==> src/rtl/mxrv_div_pkg.sv <==
// Shared definitions for the RV32M multi-cycle divider: funct3 codes, bus widths
// and FSM state encoding.
package mxrv_div_pkg;

  localparam int XLEN_DEF       = 32;
  localparam int REG_ADDR_WIDTH = 5;

  typedef logic [XLEN_DEF-1:0] reg_bus_t;

  localparam logic [2:0] INST_DIV  = 3'b100;
  localparam logic [2:0] INST_DIVU = 3'b101;
  localparam logic [2:0] INST_REM  = 3'b110;
  localparam logic [2:0] INST_REMU = 3'b111;

  typedef enum logic [1:0] {
    S_IDLE = 2'd0,
    S_CALC = 2'd1,
    S_DONE = 2'd2
  } div_state_t;

endpackage

==> src/rtl/mxrv_div_if.sv <==
// EX-stage <-> divider interface. EX is the master; the divider is the slave.
interface mxrv_div_if #(
  parameter int XLEN       = 32,
  parameter int REG_ADDR_W = 5
);
  logic                  start_i;
  logic [2:0]            funct3_i;
  logic [XLEN-1:0]       dividend_i;
  logic [XLEN-1:0]       divisor_i;
  logic [REG_ADDR_W-1:0] rd_i;
  logic                  flush_i;
  logic                  busy_o;
  logic                  result_valid_o;
  logic [XLEN-1:0]       result_o;
  logic [REG_ADDR_W-1:0] rd_o;

  modport master (
    output start_i, funct3_i, dividend_i, divisor_i, rd_i, flush_i,
    input  busy_o, result_valid_o, result_o, rd_o
  );

  modport slave (
    input  start_i, funct3_i, dividend_i, divisor_i, rd_i, flush_i,
    output busy_o, result_valid_o, result_o, rd_o
  );
endinterface

==> src/rtl/mxrv_div.sv <==
// Radix-2 restoring divider for DIV/DIVU/REM/REMU, one quotient bit per cycle.
// Divide-by-zero and signed overflow are resolved in IDLE without iterating.
module mxrv_div
  import mxrv_div_pkg::*;
#(
  parameter int XLEN       = 32,
  parameter int REG_ADDR_W = 5,
  parameter int CNT_W      = 6
) (
  input  logic        clk,
  input  logic        rst,
  mxrv_div_if.slave   div_if
);

  div_state_t            r_state;
  logic [2:0]            r_op;
  logic [REG_ADDR_W-1:0] r_rd;
  logic                  r_a_neg;
  logic                  r_b_neg;
  logic [XLEN-1:0]       r_div;
  logic [XLEN-1:0]       r_rem;
  logic [XLEN-1:0]       r_quot;
  logic [CNT_W-1:0]      r_cnt;
  logic                  r_busy;
  logic                  r_valid;
  logic [XLEN-1:0]       r_result;
  logic [REG_ADDR_W-1:0] r_rd_out;

  // Request decode and operand conditioning
  logic            w_signed, w_is_rem, w_a_neg, w_b_neg, w_div0, w_ovf;
  logic [XLEN-1:0] w_a_abs, w_b_abs, w_spec_res;

  assign w_signed = ~div_if.funct3_i[0];
  assign w_is_rem = div_if.funct3_i[1];
  assign w_a_neg  = w_signed & div_if.dividend_i[XLEN-1];
  assign w_b_neg  = w_signed & div_if.divisor_i[XLEN-1];
  assign w_a_abs  = w_a_neg ? -div_if.dividend_i : div_if.dividend_i;
  assign w_b_abs  = w_b_neg ? -div_if.divisor_i  : div_if.divisor_i;
  assign w_div0   = (div_if.divisor_i == '0);
  assign w_ovf    = w_signed &&
                    (div_if.dividend_i == {1'b1, {(XLEN-1){1'b0}}}) &&
                    (div_if.divisor_i == '1);

  always_comb begin
    w_spec_res = '0;
    if (w_div0)
      w_spec_res = w_is_rem ? div_if.dividend_i : '1;
    else if (w_ovf)
      w_spec_res = w_is_rem ? '0 : div_if.dividend_i;
  end

  // One restoring step; trial is XLEN+1 bits so its MSB is the borrow
  logic [XLEN:0]   w_rem_sh, w_trial;
  logic            w_ge;
  logic [XLEN-1:0] w_rem_nx, w_quot_nx, w_fix_q, w_fix_r, w_calc_res;
  logic            w_last;

  assign w_rem_sh   = {r_rem, r_quot[XLEN-1]};
  assign w_trial    = w_rem_sh - {1'b0, r_div};
  assign w_ge       = ~w_trial[XLEN];
  assign w_rem_nx   = w_ge ? w_trial[XLEN-1:0] : w_rem_sh[XLEN-1:0];
  assign w_quot_nx  = {r_quot[XLEN-2:0], w_ge};
  assign w_last     = (r_cnt == CNT_W'(XLEN-1));

  assign w_fix_q    = ((r_op == INST_DIV) && (r_a_neg ^ r_b_neg)) ? -w_quot_nx : w_quot_nx;
  assign w_fix_r    = ((r_op == INST_REM) && r_a_neg) ? -w_rem_nx : w_rem_nx;
  assign w_calc_res = r_op[1] ? w_fix_r : w_fix_q;

  always_ff @(posedge clk or posedge rst) begin
    if (rst) begin
      r_state  <= S_IDLE;
      r_op     <= '0;
      r_rd     <= '0;
      r_a_neg  <= 1'b0;
      r_b_neg  <= 1'b0;
      r_div    <= '0;
      r_rem    <= '0;
      r_quot   <= '0;
      r_cnt    <= '0;
      r_busy   <= 1'b0;
      r_valid  <= 1'b0;
      r_result <= '0;
      r_rd_out <= '0;
    end else begin
      r_valid <= 1'b0;
      case (r_state)
        S_IDLE: begin
          if (div_if.start_i && !div_if.flush_i) begin
            r_op    <= div_if.funct3_i;
            r_rd    <= div_if.rd_i;
            r_a_neg <= w_a_neg;
            r_b_neg <= w_b_neg;
            r_div   <= w_b_abs;
            r_busy  <= 1'b1;
            if (w_div0 || w_ovf) begin
              r_state  <= S_DONE;
              r_result <= w_spec_res;
              r_rd_out <= div_if.rd_i;
              r_valid  <= 1'b1;
            end else begin
              r_state <= S_CALC;
              r_cnt   <= '0;
              r_rem   <= '0;
              r_quot  <= w_a_abs;
            end
          end
        end
        S_CALC: begin
          if (div_if.flush_i) begin
            // Flush on the final iteration also drops the pending pulse
            r_state <= S_IDLE;
            r_busy  <= 1'b0;
          end else begin
            r_rem  <= w_rem_nx;
            r_quot <= w_quot_nx;
            r_cnt  <= r_cnt + CNT_W'(1);
            if (w_last) begin
              r_state  <= S_DONE;
              r_result <= w_calc_res;
              r_rd_out <= r_rd;
              r_valid  <= 1'b1;
            end
          end
        end
        S_DONE: begin
          r_state <= S_IDLE;
          r_busy  <= 1'b0;
        end
        default: begin
          r_state <= S_IDLE;
          r_busy  <= 1'b0;
        end
      endcase
    end
  end

  assign div_if.busy_o         = r_busy;
  assign div_if.result_valid_o = r_valid;
  assign div_if.result_o       = r_result;
  assign div_if.rd_o           = r_rd_out;

endmodule
==> src/flat_wrapper.sv <==
// flat-port wrapper written by rule: the top's interface ports become plain ports
module mxrv_div_flat import mxrv_div_pkg::*;
#(
  parameter int XLEN       = 32,
  parameter int REG_ADDR_W = 5,
  parameter int CNT_W      = 6
)
  (clk, rst, div_if_start_i, div_if_funct3_i, div_if_dividend_i, div_if_divisor_i, div_if_rd_i, div_if_flush_i, div_if_busy_o, div_if_result_valid_o, div_if_result_o, div_if_rd_o);
  mxrv_div_if #(.XLEN(XLEN), .REG_ADDR_W(REG_ADDR_W)) div_if_i ();
  input  logic clk;
  input  logic rst;
  input wire logic [$bits(div_if_i.start_i)-1:0] div_if_start_i;
  input wire logic [$bits(div_if_i.funct3_i)-1:0] div_if_funct3_i;
  input wire logic [$bits(div_if_i.dividend_i)-1:0] div_if_dividend_i;
  input wire logic [$bits(div_if_i.divisor_i)-1:0] div_if_divisor_i;
  input wire logic [$bits(div_if_i.rd_i)-1:0] div_if_rd_i;
  input wire logic [$bits(div_if_i.flush_i)-1:0] div_if_flush_i;
  output wire logic [$bits(div_if_i.busy_o)-1:0] div_if_busy_o;
  output wire logic [$bits(div_if_i.result_valid_o)-1:0] div_if_result_valid_o;
  output wire logic [$bits(div_if_i.result_o)-1:0] div_if_result_o;
  output wire logic [$bits(div_if_i.rd_o)-1:0] div_if_rd_o;
  assign div_if_i.start_i = div_if_start_i;
  assign div_if_i.funct3_i = div_if_funct3_i;
  assign div_if_i.dividend_i = div_if_dividend_i;
  assign div_if_i.divisor_i = div_if_divisor_i;
  assign div_if_i.rd_i = div_if_rd_i;
  assign div_if_i.flush_i = div_if_flush_i;
  assign div_if_busy_o = div_if_i.busy_o;
  assign div_if_result_valid_o = div_if_i.result_valid_o;
  assign div_if_result_o = div_if_i.result_o;
  assign div_if_rd_o = div_if_i.rd_o;
  mxrv_div #(.XLEN(XLEN), .REG_ADDR_W(REG_ADDR_W), .CNT_W(CNT_W)) u_core (.clk(clk), .rst(rst), .div_if(div_if_i));
endmodule
==> config.mk <==
export PLATFORM = sky130hd
export DESIGN_NAME = mxrv_div_flat
export DESIGN_NICKNAME = d
export VERILOG_FILES = /design/src/rtl/mxrv_div_pkg.sv /design/src/rtl/mxrv_div_if.sv /design/src/rtl/mxrv_div.sv /design/src/flat_wrapper.sv
export SDC_FILE = /design/constraint.sdc
export NUM_CORES = 1
export LEC_CHECK = 0
export CAP_MARGIN = 15
export CELL_PAD_IN_SITES_DETAIL_PLACEMENT = 0
export CELL_PAD_IN_SITES_GLOBAL_PLACEMENT = 2
export CORE_MARGIN = 5
export CORE_UTILIZATION = 37
export CTS_CLUSTER_DIAMETER = 50
export DETAILED_ROUTE_END_ITERATION = 10
export GPL_ROUTABILITY_DRIVEN = 0
export HOLD_SLACK_MARGIN = 0.02
export PLACE_DENSITY = 0.91
export SYNTH_ARGS = -nofsm -noshare
export SYNTH_HDL_FRONTEND = slang
export SYNTH_SLANG_ARGS = --single-unit
export TNS_END_PERCENT = 5
==> constraint.sdc <==
create_clock -name clk -period 11.01 [get_ports clk]
set_input_delay 1.6515 -clock clk [delete_from_list [all_inputs] [get_ports clk]]
set_output_delay 1.6515 -clock clk [all_outputs]
set_load 0.02 [all_outputs]
==> results of run 1 <==
==> area by class of cell <==
cell class | instances | area [um2]
multi-input cells | 1314 | 7920
inverters | 69 | 267
flip-flops and latches | 153 | 3830
fillers | 3395 | 18800
well taps | 448 | 561
repair buffers | 132 | 1280
clock buffers | 18 | 439
clock inverters | 14 | 218
==> power by group through the flow <==
stage | sequential (mW) | clock, mW | combinational [mW]
6_report | 0.676 | 0.675 | 0.545
4_1_cts | 0.674 | 0.683 | 0.542
3_5_place_dp | 0.685 | 0 | 0.538
2_1_floorplan | 0.663 | 0 | 0.384
3_3_place_gp | 0.683 | 0 | 0.535
5_1_grt | 0.684 | 0.705 | 0.609
==> layer usage <==
layer / wire (um) / share of wire, % / vias up / GRT usage (%)
met2: 19700 / 46 / 388 / 36.4
li1: - / - / 5977 / -
met1: 19400 / 46 / 5834 / 32.0
met5: 0 / 0 / - / 0
met3: 2570 / 6.0 / 51 / 3.91
met4: 931 / 2.2 / 0 / 6.37
==> placed cells by master, fill, tap and decap left out, types with 9 or more instances in the layout <==
master and instances:
nor4_1 18, buf_4 18, xor2_1 53, nand4_1 23, nor2b_1 10, a31oi_1 23, nand3_1 22, and2_1 12
a21o_1 21, nor3_1 51, inv_1 67, o41ai_1 11, dfrtp_1 153, o31ai_1 24, nand2_1 217, a21oi_1 168
clkbuf_16 17, or4_1 13, ha_1 38, xnor2_1 62, or3_1 18, nand2b_1 12, o21ai_0 170, clkdlybuf4s50_1 114
and3_1 15, a211oi_1 18, o211ai_1 9, a221oi_1 11, nor2_1 150, o21ai_1 10, mux2i_1 33
==> flip-flops by register name (all words and copies together), names as in the netlist <==
signal and flops:
u_core.r_rd 5, u_core.r_state 2, u_core.r_cnt 6, u_core.r_rem 32
u_core.div_if.busy_o 1, u_core.r_op 3, u_core.div_if.rd_o 5, u_core.r_div 32
u_core.div_if.result_valid_o 1, u_core.div_if.result_o 32, u_core.r_a_neg 1, u_core.r_quot 32
u_core.r_b_neg 1
==> worst register-to-register path: cells and delay by family, from the launching register on <==
kind,cells,cell delay (ns)
AND/OR/NAND/NOR,9,3.07
flip-flops,1,0.46
AO/OA/AOI/OAI,6,1.37
adder cells (fa/ha/maj),2,0.86
buffers and inverters,1,0.22
==> metrics by stage <==
step                      hold WS (ns)  worst slack (ns)  cells  util [%]  cell area, um2
after CTS                        0.480              5.03   2148      43.6           14500
final                            0.478              4.95   2148      43.6           14500
after global routing             0.502              4.53   2148      43.6           14500
after detailed placement         0.462              4.68   2116      41.6           13900
after floorplan                  0.446              5.24   1626         -           12400
after global placement           0.461              4.80   2116      41.6           13900
==> worst min path at each step <==
stage	startpoint	endpoint	cells past startpoint
global route	u_core.r_div[22]	u_core.r_div[22]	2
finish	u_core.r_rd[4]	u_core.r_rd[4]	2
CTS	u_core.r_rd[2]	u_core.r_rd[2]	2
global placement	u_core.r_rd[2]	u_core.r_rd[2]	2
detailed placement	u_core.r_rd[2]	u_core.r_rd[2]	2
floorplan	u_core.r_rd[0]	u_core.r_rd[0]	2
==> kinds of logic after synthesis <==
family	count (synthesis)	share of synthesized area [%]
AND/OR/NAND/NOR	585	21.9
XOR/XNOR	115	8.14
buffers and inverters	159	5.28
AO/OA/AOI/OAI	538	26.7
adder cells (fa/ha/maj)	39	4.00
multiplexers	37	3.03
flip-flops	153	30.9
==> flow_summary.toml, run 1 <==
[power_and_ir_drop]
p_comb_share_pct = 28.8
p_sw_uw = 669
seqPwrFrac_pct = 35.6
p_per_area_nw_per_um2 = 131
totalPowerFinal_mw = 1.90
p_int_mw = 1.23
worst_ir_drop_vdd_v = 0.000106
p_sw_share_pct = 35.3
power.share.clock_pct = 35.6
cellLeakagePower_nw = 6.01

[logic_synthesis]
ys.flop_type = "dfrtp_1"
synth_area_per_cell_um2 = 7.61
syn-cell-area_um2 = 12400
synth.top_cell.area_share_pct = 30.9
synth_common_cells = "nand2_1, o21ai_0, a21oi_1"
synth_nets = 1741
yosysUniqueCellTypes = 76
synth_most_common_cell = "nand2_1"
synth_top_area_cell = "dfrtp_1"
yosysWarnings = 0
yosys-top-cells-area = "dfrtp_1, o21ai_0, a21oi_1"
synthArstFlopShare_pct = 100
synth_edf_count = 0
synth_seq_cells = 153
ys_seq_area_share_pct = 30.9
syn-instance-count = 1626

[clocking]
cts_tree = "done"
ctsLongestPathBuffers = 2
cts.sinks = 153
post_cts_buffers = 0
clkTransAtPathRegs_ns = 0.07
cts_hold_buf = 0
ctsResizeCount = 0
root_buffer = "clkbuf_16"
clk_latency_ns = 0.44
cts-htree-levels = 4
numCtsBuffers = 17

[die]
top_level_ports = 115
core_um2 = 33300
fp.dieW_um = 193
rows = 67
start_util_pct = 37.2
die_height_um = 193
die-area_um2 = 37200

[placed_design]
dp_hpwl_mm = 31.9
port_buffers = 114

[sta]
report.final.hold_viol_count = 0
slew_headroom_pct = 22.8
fin_crit_ns = 6.06
max_freq_mhz = 165
final.period_utilization_pct = 55.1
drv_slew = 0
rsz0062_at_grt = "false"
worst_pin_slew_ns = 1.16
finalSetupTns_ns = 0
fin_skew_ns = 0.0124
setup_violations = 0

[run]
max_cap_viol_count = 0

[global_routing]
grt_overflow_total = 0
grt_pass1_wl_mm = 66.7
first_global_vias = 11700
grt_max_degree = 97
grt_use_total_pct = 22.8
antenna_found_initial = 0

[routing]
totalWireLength_mm = 42.6
ant_nets = 0
wl_per_cell_um = 19.8
vias = 12300
drtIter0Drc = 1008
first_pass_iters = 6
drc = 0
vias_per_cell = 5.70

[setup_path]
crit_chain = "ha_1 -> nand2_1 -> or3_1 -> or4_1 -> a211oi_1 -> o211a_1 -> buf_4 -> and2_4 -> nand2_1 -> o21ai_1 -> ha_1 -> nand4_1 -> a2111oi_4 -> a41oi_2 -> or3_1 -> o31ai_1 -> nor4_1 -> nor4_2"
timing.rr.start = "u_core.r_rem[16]"
startpoint = "u_core.r_rem[16]"
cp-start-kind = "register"
end_kind = "register"
worstReg2RegEnd = "u_core.div_if.result_o[30]"
crit_path_end = "u_core.div_if.result_o[30]"
path_delay_family = "simple AND/OR/NAND/NOR gates"
worst-path-max-fanout = 63
crit_cells = 18
worst_ep_arrival_time_ns = 6.41
r2r_cells = 18
cp.required_ns = 11.36
path_buf_inv = 1
criticalPathCategory = "register to register"
cpPeakStageDelay_ns = 0.75
cp_slowest_cell = "and2_4"
r2r_slack_ns = 4.95

[finish]
nets = 1802
diodes = 0
areaGrowthSynthToFinish_pct = 17.2
drive_above_1_share_pct = 4.41

[min_path]
holdCritPathClass = "register to register"

[run_status]
outcome = "complete, no violations"
(Power assumes the default switching activity.)
==> run 2: changes to the inputs <==
Settings changed: CORE_UTILIZATION 37 to 35, PLACE_DENSITY 0.91 to 0.87.
Clock period 11.01 ns to 6.1 ns, I/O delays scaled along.
==> flow_summary.toml, run 2 (synthesized netlist as in run 1, its figures left out) <==
[setup_path]
r2r_slack_ns = 0.60
worst-path-max-fanout = 10
r2r_cells = 16
timing.rr.start = "u_core.r_rem[17]"
end_kind = "register"
criticalPathCategory = "register to register"
cp.required_ns = 6.46
worstReg2RegEnd = "u_core.div_if.result_o[30]"
cp_slowest_cell = "or3_1"
worst_ep_arrival_time_ns = 5.86
cp-start-kind = "register"
crit_chain = "ha_1 -> nand4_1 -> or3_1 -> or4_1 -> a2111o_1 -> o211a_1 -> and2_4 -> o21ai_1 -> ha_1 -> nand4_1 -> a2111oi_4 -> a41oi_2 -> or3_1 -> o31ai_1 -> nor4_1 -> nor4_2"
cpPeakStageDelay_ns = 0.57

[min_path]
whs_path_depth = 2
hp-start = "u_core.r_rd[1]"
holdPathEnd = "u_core.r_rd[1]"
holdCritPathClass = "register to register"

[finish]
final_cell_mix = "nand2_1, o21ai_0, a21oi_1, dfrtp_1, nor2_1"
drive_above_1_share_pct = 4.69
diodes = 0
final_util_pct = 41.7
nets = 1807
nFillCells = 3585
final_common_cell = "nand2_1"
areaGrowthSynthToFinish_pct = 17.0

[die]
die-area_um2 = 39200
rows = 68
start_util_pct = 35.7
core_um2 = 34700
die_height_um = 198
fp.dieW_um = 198
top_level_ports = 115

[clocking]
post_cts_buffers = 0
clkTransAtPathRegs_ns = 0.08
ctsLongestPathBuffers = 2
cts.sinks = 153
root_buffer = "clkbuf_16"
numCtsBuffers = 17
cts-htree-levels = 4
cts_hold_buf = 0
clk_latency_ns = 0.46
cts_tree = "done"
ctsResizeCount = 0

[run_status]
outcome = "complete, no violations"

[sta]
fin_crit_ns = 5.50
slew_headroom_pct = 26.3
report.final.hold_viol_count = 0
final.period_utilization_pct = 90.1
fin_skew_ns = 0.0118
rsz0062_at_grt = "false"
worst_pin_slew_ns = 1.10
drv_slew = 0
max_freq_mhz = 182
finalSetupTns_ns = 0
setup_violations = 0

[routing]
vias = 12300
first_pass_iters = 5
totalWireLength_mm = 43.9
ant_nets = 0
drtIter0Drc = 1032
wl_per_cell_um = 20.3
vias_per_cell = 5.71
drc = 0

[global_routing]
grt_use_total_pct = 22.2
antenna_found_initial = 0
first_global_vias = 11800
grt_overflow_total = 0
grt_max_degree = 105
grt_pass1_wl_mm = 68.5

[power_and_ir_drop]
cellLeakagePower_nw = 6.01
worst_ir_drop_vdd_v = 0.000211
p_per_area_nw_per_um2 = 228

[placed_design]
dp_hpwl_mm = 33.5
port_buffers = 114

[run]
max_cap_viol_count = 0
[run 2: cell count changes in the layout (fill, tap and decap cells not counted)]
cell | previous run | this run
inv_6 | 3 | 5
bufinv_16 | 5 | 1
inv_8 | 0 | 4
clkinvlp_4 | 3 | 2
buf_4 | 18 | 23
clkbuf_8 | 1 | 0
clkinv_2 | 2 | 0
clkinv_4 | 2 | 4
[run 2: per-layer routing]
layer | up-vias | part of all wire [%] | track usage [%]
met5 | - | 0 | 0
met4 | 0 | 2.4 | 6.38
met3 | 59 | 5.7 | 4.27
met2 | 335 | 45 | 34.6
met1 | 5931 | 46 | 31.3
li1 | 6006 | - | -
[run 2: area by class of cell]
type                            count  area [um2]  area share, %
Tap cell                          455         569           3.93
Inverter                           69         267           1.84
Timing Repair Buffer              137        1310           9.07
Sequential cell                   153        3830           26.4
Multi-Input combinational cell   1314        7920           54.7
Clock buffer                       17         425           2.94
Clock inverter                     15         160           1.11
[run 2: how the worst max path moves through the flow]
stage                startpoint                          to  slack, ns
5_1_grt        u_core.r_rem[16]  u_core.div_if.result_o[30]       0.29
3_5_place_dp   u_core.r_rem[17]  u_core.div_if.result_o[30]       0.74
6_report       u_core.r_rem[17]  u_core.div_if.result_o[30]       0.60
3_3_place_gp   u_core.r_rem[16]  u_core.div_if.result_o[30]       0.83
4_1_cts        u_core.r_rem[17]  u_core.div_if.result_o[30]       0.72
2_1_floorplan  u_core.r_rem[16]  u_core.div_if.result_o[30]       0.65
[run 2: through the flow]
| step | hold slack [ns] | instance area [um2] | total power, mW | setup slack [ns] | cells |
|---|---|---|---|---|---|
| finish | 0.480 | 14500 | 3.31 | 0.602 | 2160 |
| global placement | 0.457 | 13900 | 2.21 | 0.828 | 2128 |
| floorplan | 0.446 | 12400 | 1.89 | 0.650 | 1626 |
| global route | 0.499 | 14500 | 3.50 | 0.294 | 2160 |
| CTS | 0.482 | 14500 | 3.32 | 0.715 | 2160 |
| detailed placement | 0.462 | 13900 | 2.22 | 0.740 | 2128 |
[run 2: report_power, final]
group          leakage, nW  internal (mW)  switching (mW)
clock network        0.283          0.580           0.523
registers             2.02           1.11           0.111
logic                 3.71          0.364           0.619
[run 2: critical path, delay by kind of cell (launching register included)]
family          cells  cell delay [ns]
flops               1             0.45
simple gates        8             2.50
fa+ha+maj           2             0.85
compound gates      6             1.60
==> run 3: changes to the inputs <==
Settings changed: SLEW_MARGIN set to 25.
==> flow_summary.toml, run 3 (synthesized netlist as in run 1, its figures left out) <==
[setup_path]
cp_slowest_cell = "o311ai_0"
crit_chain = "ha_1 -> a21oi_1 -> o21ai_0 -> and3_1 -> o311ai_0 -> o211a_1 -> and2_4 -> nand2_1 -> o21ai_1 -> ha_1 -> nand4_1 -> a2111oi_4 -> a41oi_2 -> or3_1 -> o31ai_1 -> nor4_1 -> nor4_2"
criticalPathCategory = "register to register"
cpMostUsedCell = "ha_1"
cp.required_ns = 6.46
path_delay_family = "compound AO/OA/AOI/OAI gates"
end_kind = "register"
r2r_slack_ns = 0.56
worst-path-max-fanout = 10
cpPeakStageDelay_ns = 0.66
path_buf_inv = 0
worst_ep_arrival_time_ns = 5.90
cp-start-kind = "register"

[die]
die_height_um = 198
top_level_ports = 115
fp.dieW_um = 198
core_um2 = 34700
rows = 68
start_util_pct = 35.7
die-area_um2 = 39200

[routing]
vias_per_cell = 5.71
drtIter0Drc = 1062
vias = 12300
wl_per_cell_um = 20.3
drc = 0
ant_nets = 0
first_pass_iters = 7
totalWireLength_mm = 43.9

[power_and_ir_drop]
cellLeakagePower_nw = 6.01
power.share.clock_pct = 33.2
p_int_mw = 2.05
p_per_area_nw_per_um2 = 228
seqPwrFrac_pct = 37.0
p_sw_share_pct = 37.8
worst_ir_drop_vdd_v = 0.000211
p_sw_mw = 1.25
p_comb_share_pct = 29.8

[run_status]
outcome = "complete, no violations"

[global_routing]
grt_use_total_pct = 22.2
first_global_vias = 11800
grt_max_degree = 105
antenna_found_initial = 0
grt_pass1_wl_mm = 68.5
grt_overflow_total = 0

[sta]
finalSetupTns_ns = 0
setup_violations = 0
fin_crit_ns = 5.54
drv_slew = 0
setup_ws_ns = 0.560
final.period_utilization_pct = 90.8
worst_pin_slew_ns = 0.941
fin_skew_ns = 0.0111
rsz0062_at_grt = "false"
slew_headroom_pct = 37.2
report.final.hold_viol_count = 0
max_freq_mhz = 181

[finish]
areaGrowthSynthToFinish_pct = 17.0
stdcell_area_um2 = 14500
nets = 1807
drive_above_1_share_pct = 4.75
final_common_cell = "nand2_1"
diodes = 0
final_cell_mix = "nand2_1, o21ai_0, a21oi_1, dfrtp_1, nor2_1"

[run]
max_cap_viol_count = 0

[clocking]
ctsResizeCount = 0
cts.sinks = 153
cts_tree = "done"
clk_latency_ns = 0.46
cts_hold_buf = 0
numCtsBuffers = 17
post_cts_buffers = 0
cts-htree-levels = 4
root_buffer = "clkbuf_16"
clkTransAtPathRegs_ns = 0.08
ctsLongestPathBuffers = 2

[min_path]
holdCritPathClass = "register to register"

[placed_design]
placed_cell_area_um2 = 13900
place_ws_ns = 0.740
dp_hpwl_mm = 33.5
port_buffers = 114
==> run 3: through the flow <==
| stage | std cells | power (mW) | hold slack, ns | util, % |
|---|---|---|---|---|
| floorplan | 1626 | 1.89 | 0.446 | - |
| global placement | 2128 | 2.21 | 0.457 | 40.0 |
| detailed placement | 2128 | 2.22 | 0.462 | 40.0 |
| CTS | 2160 | 3.32 | 0.482 | 41.7 |
| global route | 2160 | 3.50 | 0.499 | 41.7 |
| finish | 2160 | 3.30 | 0.480 | 41.7 |
==> run 3: worst paths after layout <==
path	start	to	cells after the start
max reg2reg	u_core.r_rem[16]	u_core.div_if.result_o[30]	17
min	u_core.r_rd[1]	u_core.r_rd[1]	2
min reg2reg	u_core.r_rd[1]	u_core.r_rd[1]	2
min in group asynchronous	rst	u_core.r_div[3]	2
max in group asynchronous	rst	u_core.r_quot[0]	3
max	u_core.r_rem[16]	u_core.div_if.result_o[30]	17
==> run 3: worst min-delay path, delay by kind of cell (launching register included) <==
| kind | cells | cell delay (ns) |
|---|---|---|
| flops | 1 | 0.35 |
| simple gates | 2 | 0.10 |
==> run 3: power by group through the flow <==
stage | registers (mW) | clock network [mW] | logic, mW
floorplan | 1.20 | 0 | 0.692
global placement | 1.24 | 0 | 0.971
detailed placement | 1.24 | 0 | 0.976
CTS | 1.22 | 1.12 | 0.981
global route | 1.24 | 1.16 | 1.10
finish | 1.22 | 1.10 | 0.983
==> run 3: metal layers <==
metal  GRT usage, %  wire, um  vias to the layer above
met3           4.27      2590                       64
met4           6.38      1100                        0
li1               -         -                     6004
met1           31.3     20300                     5883
met5              0         0                        -
met2           34.6     20000                      379
==> run 3: area by class of cell <==
class	count	area [um2]
Fill cell	3585	20200
Multi-Input combinational cell	1314	7920
Sequential cell	153	3830
Timing Repair Buffer	137	1310
Tap cell	455	569
Clock buffer	17	425
Inverter	69	269
Clock inverter	15	160
